`src/rtl/dsp_mac_pkg.sv`:
```
// Shared types and constants for the DSP-slice MAC sequencer.
package dsp_mac_pkg;

   typedef enum logic [1:0] {
      IDLE,
      ACCUM,
      DRAIN,
      OUTPUT
   } state_t;

   // Slice opmode: bit 0 selects X=M, bit 3 selects Z=P
   localparam logic [7:0] OPM_CLEAR = 8'h00;
   localparam logic [7:0] OPM_FIRST = 8'h01;
   localparam logic [7:0] OPM_ACC   = 8'h09;
   localparam logic [7:0] OPM_HOLD  = 8'h08;

   localparam int PIPE_LAT_DEFAULT = 2;

endpackage

```
`src/rtl/dsp_mac_sequencer.sv`:
```
// Streams (a, b) beats into a DSP slice as a MAC and returns the dot product.
// Optional MAC_SAT_EN clamps the result to OUT_W signed bits and adds m_sat.
module dsp_mac_sequencer
   import dsp_mac_pkg::*;
#(
   parameter int PIPE_LAT = PIPE_LAT_DEFAULT,
   parameter int CNT_W    = 8,
   parameter int OUT_W    = 32
) (
   input  logic             clk,
   input  logic             RST,
   input  logic             s_valid,
   output logic             s_ready,
   input  logic [17:0]      s_a,
   input  logic [17:0]      s_b,
   input  logic             s_last,
   output logic [17:0]      dsp_A,
   output logic [17:0]      dsp_B,
   output logic [7:0]       dsp_opmode,
   input  logic [47:0]      dsp_P,
   output logic             m_valid,
   input  logic             m_ready,
   output logic [47:0]      m_data,
   output logic [CNT_W-1:0] m_count
`ifdef MAC_SAT_EN
   ,
   output logic             m_sat
`endif
);

   localparam int              DRAIN_W = $clog2(PIPE_LAT + 2);
   localparam logic [CNT_W-1:0] CNT_MAX = '1;

   state_t             r_state;
   state_t             w_state_nxt;
   logic               w_accept;
   logic               w_capture;
   logic [17:0]        w_a_nxt;
   logic [17:0]        w_b_nxt;
   logic [7:0]         w_opm_nxt;
   logic [CNT_W-1:0]   r_beat_cnt;
   logic [DRAIN_W-1:0] r_drain_cnt;
   logic [47:0]        w_result;

   assign w_accept  = s_valid && s_ready;
   // P reflects the last beat PIPE_LAT clocks after it left this block
   assign w_capture = (r_state == DRAIN) && (r_drain_cnt == DRAIN_W'(PIPE_LAT));

   // NOTE: sequential state uses <= so every register samples pre-edge values.
   always_ff @(posedge clk or posedge RST) begin
      if (RST) r_state <= IDLE;
      else     r_state <= w_state_nxt;
   end

   // NOTE: default every always_comb output first so no path infers a latch.
   always_comb begin
      w_state_nxt = r_state;
      case (r_state)
         IDLE, ACCUM: if (w_accept) w_state_nxt = s_last ? DRAIN : ACCUM;
         DRAIN:       if (w_capture) w_state_nxt = OUTPUT;
         OUTPUT:      if (m_valid && m_ready) w_state_nxt = IDLE;
         default:     w_state_nxt = IDLE;
      endcase
   end

   always_comb begin
      s_ready   = 1'b0;
      w_a_nxt   = '0;
      w_b_nxt   = '0;
      w_opm_nxt = OPM_HOLD;
      case (r_state)
         IDLE: begin
            s_ready = 1'b1;
            if (s_valid) begin
               w_a_nxt   = s_a;
               w_b_nxt   = s_b;
               w_opm_nxt = OPM_FIRST;
            end
         end
         ACCUM: begin
            s_ready = 1'b1;
            if (s_valid) begin
               w_a_nxt   = s_a;
               w_b_nxt   = s_b;
               w_opm_nxt = OPM_ACC;
            end
         end
         default: ;
      endcase
   end

`ifdef MAC_SAT_EN
   localparam logic signed [47:0] SAT_MAX = (48'sd1 <<< (OUT_W - 1)) - 48'sd1;
   localparam logic signed [47:0] SAT_MIN = -(48'sd1 <<< (OUT_W - 1));

   logic signed [47:0] w_p_s;
   logic               w_sat;

   assign w_p_s = signed'(dsp_P);

   always_comb begin
      w_result = dsp_P;
      w_sat    = 1'b0;
      if (w_p_s > SAT_MAX) begin
         w_result = SAT_MAX;
         w_sat    = 1'b1;
      end else if (w_p_s < SAT_MIN) begin
         w_result = SAT_MIN;
         w_sat    = 1'b1;
      end
   end

   always_ff @(posedge clk or posedge RST) begin
      if (RST)            m_sat <= 1'b0;
      else if (w_capture) m_sat <= w_sat;
   end
`else
   assign w_result = dsp_P;
`endif

   always_ff @(posedge clk or posedge RST) begin
      if (RST) begin
         dsp_A       <= '0;
         dsp_B       <= '0;
         dsp_opmode  <= OPM_CLEAR;
         r_beat_cnt  <= '0;
         r_drain_cnt <= '0;
         m_valid     <= 1'b0;
         m_data      <= '0;
         m_count     <= '0;
      end else begin
         dsp_A      <= w_a_nxt;
         dsp_B      <= w_b_nxt;
         dsp_opmode <= w_opm_nxt;

         if (w_accept) begin
            if (r_state == IDLE)          r_beat_cnt <= CNT_W'(1);
            else if (r_beat_cnt != CNT_MAX) r_beat_cnt <= r_beat_cnt + CNT_W'(1);
         end

         if (r_state != DRAIN) r_drain_cnt <= '0;
         else if (!w_capture)  r_drain_cnt <= r_drain_cnt + DRAIN_W'(1);

         if (w_capture) begin
            m_valid <= 1'b1;
            m_data  <= w_result;
            m_count <= r_beat_cnt;
         end else if (m_valid && m_ready) begin
            m_valid <= 1'b0;
         end
      end
   end

endmodule

```
`config.mk`:
```
export PLATFORM = sky130hd
export DESIGN_NAME = dsp_mac_sequencer
export DESIGN_NICKNAME = d
export VERILOG_FILES = /design/src/rtl/dsp_mac_pkg.sv /design/src/rtl/dsp_mac_sequencer.sv
export SDC_FILE = /design/constraint.sdc
export NUM_CORES = 1
export LEC_CHECK = 0
export CORE_MARGIN = 5
export CORE_UTILIZATION = 41
export DETAILED_ROUTE_END_ITERATION = 8
export GPL_TIMING_DRIVEN = 0
export PLACE_DENSITY = 0.84
export SLEW_MARGIN = 10
export SYNTH_ARGS = -nofsm -noshare
export SYNTH_HDL_FRONTEND = slang
export SYNTH_SLANG_ARGS = --single-unit
```
`constraint.sdc`:
```
create_clock -name clk -period 4.5 [get_ports clk]
set_input_delay 0.9 -clock clk [delete_from_list [all_inputs] [get_ports clk]]
set_output_delay 0.9 -clock clk [all_outputs]
set_load 0.03 [all_outputs]
```
==> Word-level counts from Yosys, hierarchy flattened <==
Index checks and enable logic that the tools add are counted.
Widths: inputs -> output; s select.
{ "op_classes": {"n_addsub": 2, "n_eq_ne": 10, "n_mux": 19, "reduce_logical": 9} }
{ "op_table": {"columns": ["cell", "n"], "rows": [
  ["$mux 18", 4],
  ["$mux 8", 2],
  ["$mux 2", 6],
  ["$add 8x1->8 const B", 1],
  ["$ne 8x8->1 const B", 1],
  ["$pmux 4 s2", 1],
  ["$eq 2x2->1 const B", 3],
  ["$ne 2x2->1 const B", 3],
  ["$pmux 2 s3", 1],
  ["$mux 1", 4],
  ["$mux 4", 1],
  ["$ne 2x1->1 const B", 2],
  ["$reduce_bool 2->1", 2],
  ["$logic_and 1x1->1", 3],
  ["$reduce_and 3->1", 1],
  ["$add 2x1->2 const B", 1],
  ["$eq 2x1->1 const B", 1],
  ["$logic_not 2->1", 1],
  ["$reduce_and 2->1", 1],
  ["$reduce_or 2->1", 1]
]} }
{ "totals": {"reg_bits": 113, "word_cells": 49} }

==> Longest topological paths before layout <==
{ "depth": {"word_depth": 6, "ltp_mapped": 6, "depth_no_buf": 5} }

==> Least setup slack after synthesis <==
OpenSTA, ideal clock, no wires.
{ "synth_timing": {"kind": "in2reg", "startpoint": "input port s_valid", "endpoint": "register r_beat_cnt[5]", "arrival_time_ps": 1636, "t_required_ps": 4423, "path_slack_ps": 2787, "stages": 5, "path_buffers": 0, "cell_sequence": "nand2b_4 inv_2 nand2_1 or3_1 a21oi_1"} }
{ "synth_between": {"elab_chain_cells": 2} }
{ "synth_rtl": {"columns": ["element", "line_no", "rtl"], "rows": [
  ["start, declared", "dsp_mac_sequencer.sv:12", "input logic s_valid,"],
  ["$logic_and 1x1->1", "dsp_mac_sequencer.sv:45", "assign w_accept = s_valid && s_ready;"],
  ["$reduce_and 2->1 (no line)", null, null],
  ["end signal, assigned", "dsp_mac_sequencer.sv:138", "else if (r_beat_cnt != CNT_MAX) r_beat_cnt <= r_beat_cnt + CNT_W'(1);"],
  ["end, declared", "dsp_mac_sequencer.sv:41", "logic [CNT_W-1:0] r_beat_cnt;"]
]} }
No other way between the ends.
A chain may end at the register's enable or synchronous reset.

==> Worst setup path in the final report <==
{ "layout_timing": {"startpoint": "register r_state[1]", "endpoint": "output port s_ready"} }
{ "layout_between": {"elab_chain_cells": 3} }
{ "layout_rtl": {"columns": ["element", "line_no", "rtl"], "rows": [
  ["start, declared", "dsp_mac_sequencer.sv:34", "state_t r_state;"],
  ["start signal, assigned", "dsp_mac_sequencer.sv:52", "else r_state <= w_state_nxt;"],
  ["$eq 2x1->1 / $logic_not 2->1 (equally long branches)", "dsp_mac_sequencer.sv:71", "case (r_state)"],
  ["$reduce_or 2->1 (no line) (*)", null, null],
  ["$mux 1 (*)", "dsp_mac_sequencer.sv:71", null],
  ["end, declared", "dsp_mac_sequencer.sv:13", "output logic s_ready,"]
]} }
Mark *: on every way between the ends. The rest lies on a longest branch, timed or not.

==> results.md <==
- Outcome: completed
- Slowest-stage cell, CP: clkdlybuf4s50_1
- Post-DP HPWL: 7328 um
- Synth Instances: 279
- Max Cap Violations: 0
- Routed wire length: between 9000 and 10000 um
- Final weighted congestion in routability-driven placement: 0.8101
- Primary FF master, synth: dfrtp_1
- First-pass GRT wire length: around 15000 um
- Clock sinks: approximately 110
- VDD IR max: roughly 0.23 mV
- WP buf/inv: 2
- Post-DR vias/cell: 4.560
- Mapped Avg Cell Area: 14.43 um2
- Post-Syn Area: between 4000 and 5000 um2
- Slew @ Worst Pin: between 0.5 and 0.6 ns
- Die X-Extent: roughly 110 um
- CTS tree: done
- Max incr delay on CP: between 0.6 and 0.7 ns
- CTS H-tree lvls: 3
- Largest net degree at the start of global routing: 60
- EDFF count, synth: 0
- Vias: around 2800
- Crit. End Element: output pin
- Ant. Diodes: 0
- Hold-fix buffers, CTS: 0
- Register Area: 2678 um2
- Boundary Pins: roughly 190
- Worst slew margin: approximately 60%
- Post-CTS Resized: 0
- Final hold violation count: 0
- Most common cell after layout, fill and taps aside: clkdlybuf4s50_1
- Clock-pin slew of the registers on the worst-case setup and hold paths: 0.09 ns
- Total power: around 3.6 mW
- RSZ-0062 raised after global routing: false
- Final setup vio count: 0
- Seq cells post-synth: roughly 110
- Final instance area: around 6200 um2
- Area of the multi-input gates: 1227 um2
- Clk Latency, worst-skew pair: roughly 0.35 ns
- PwrDens: around 580 nW/um2
- Register area share after synthesis: about 67%
- Ordered list of cells on the worst path: inv_1 -> clkdlybuf4s50_1
- GRT overflow: 0
- Antenna viol nets, final: 0
- Core Area: slightly below 10000 um2
- Std cell rows: 36
- Layout cell share with drive strength beyond 1: a little under a fifth
- Fin. max-slew vios: 0
- Final cycle utilization of the critical path: 55.45%
- Worst Path Arrival: between 1.5 and 2 ns
- Final-stage net count: about 570
- Crit Path Class: flop to output pin
- Initial antenna violation count: 0
- DRC viols: 0
- Ys async rst share: 100.0%
- Clock Skew: roughly 0.016 ns
- Port-buffer cells: around 180
- Clock Path Buffers: 2
- CTS Buf Count: 9
- CTS root buf: clkbuf_8
- All-Layer GR Usage: between 10% and 20%
- Critical path peak fanout: 8
- Worst setup SP type: flop
- Number of distinct library cells after synthesis: 36
- Max Freq: roughly 400 MHz
- Req. time, crit path: 3.60 ns
- P_leak: 2.730 nW
- Die Span Y: 109.1 um
- Starting Density: 41.58%
- Min Hold Slack: between 0.5 and 0.6 ns
- HP Class: flop to flop
- Tmin final: 2.495 ns
- Post-CTS Setup Repair Bufs: 0
- Vias in the first global route: about 3100
- Mean routed wirelength per cell: around 15 um
- Area delta synth->final: 55.22%
- Filler cells: between 700 and 800
- Post-DP Area: about 6100 um2
- Most frequent cells in the layout: 184 x clkdlybuf4s50_1, 107 x dfrtp_1, 56 x mux2_2, 37 x and2_1, 11 x nand2_1
- Drt first pass iters: 4
- Delay-heaviest family, CP: buffers and inverters
- Reg2Reg Setup Slack: 2.73 ns
- Die area: around 12000 um2
- Iter 0 DRT Violations: approximately 130
- Ys Warns: 0
[state kept, by name, summed over array words and instances, names as in the netlist]
signal and flops:
r_beat_cnt 8, r_drain_cnt 2, m_data 48, m_count 8, m_valid 1, dsp_B 18, r_state 2, dsp_opmode 2
dsp_A 18
[final timing paths]
path,start,to,depth (start not counted)
max,r_state[1],s_ready,2
min,m_count[5],m_count[5],1
max in group asynchronous,RST,m_data[47],3
min in group asynchronous,RST,m_data[37],2
min reg2reg,m_count[5],m_count[5],1
max reg2reg,r_drain_cnt[0],m_data[7],6
[layout make-up]
cell class              instances  area share, %
flip-flops and latches        107          42.84
clock inverters                 4         0.4605
well taps                     133          2.663
inverters                       6         0.4004
clock buffers                  10          2.202
repair buffers                185          29.91
multi-input cells             154          19.64
plain buffers                  17          1.882
[logic make-up (layout without fill, tap and decap cells)]
group           after synthesis  after routing  share of synthesized area (%)
flops                       107            107                          66.50
buf+inv                      23            222                          3.480
fa+ha+maj                     2              2                         0.6214
mux                          56             56                          15.66
other cells                   1              6                        0.09314
xor+xnor                      1              1                         0.2176
compound gates               21             21                          3.729
simple gates                 68             68                          9.696
[cells in the mapped netlist (3+ instances only)]
cell | count | share of area (%)
inv_1 | 5 | 0.47
clkbuf_1 | 3 | 0.28
buf_4 | 7 | 1.3
nor2_1 | 6 | 0.56
o21ai_0 | 7 | 0.87
buf_2 | 4 | 0.50
a21oi_1 | 4 | 0.50
and2_1 | 37 | 5.7
mux2_2 | 56 | 16
buf_6 | 3 | 0.84
nand2_1 | 11 | 1.0
dfrtp_1 | 107 | 67
[layer usage]
metal | wire length (um) | GRT usage, % | share of wire, %
met2 | 4730 | 27.94 | 51
met5 | 0 | 0 | 0
met4 | 109 | 5.410 | 1.2
met3 | 1088 | 6.335 | 12
met1 | 3378 | 18.54 | 36
[where the power goes]
part | internal, mW | switching, mW | total [mW]
combinational | 0.797 | 0.894 | 1.69
sequential | 1.26 | 0.162 | 1.42
clock | 0.210 | 0.298 | 0.508
total | 2.27 | 1.35 | 3.62
[metrics by stage]
stage               cells  utilization (%)  setup slack (ns)  TNS [ns]
floorplan             284                -            0.7828         0
global placement      601            62.51           -0.6069    -64.23
detailed placement    602            62.82             2.147         0
CTS                   616            64.53             1.974         0
global route          616            64.53             1.897         0
finish                616            64.53             2.005         0
[worst reg2reg max path: cells and delay by family, from the launching register on]
| kind | cells | cell delay (ns) |
|---|---|---|
| buffers and inverters | 3 | 0.53 |
| flip-flops | 1 | 0.37 |
| multiplexers | 1 | 0.34 |
| adder cells (fa/ha/maj) | 1 | 0.26 |
| AND/OR/NAND/NOR | 1 | 0.17 |
(Power assumes the default switching activity.)
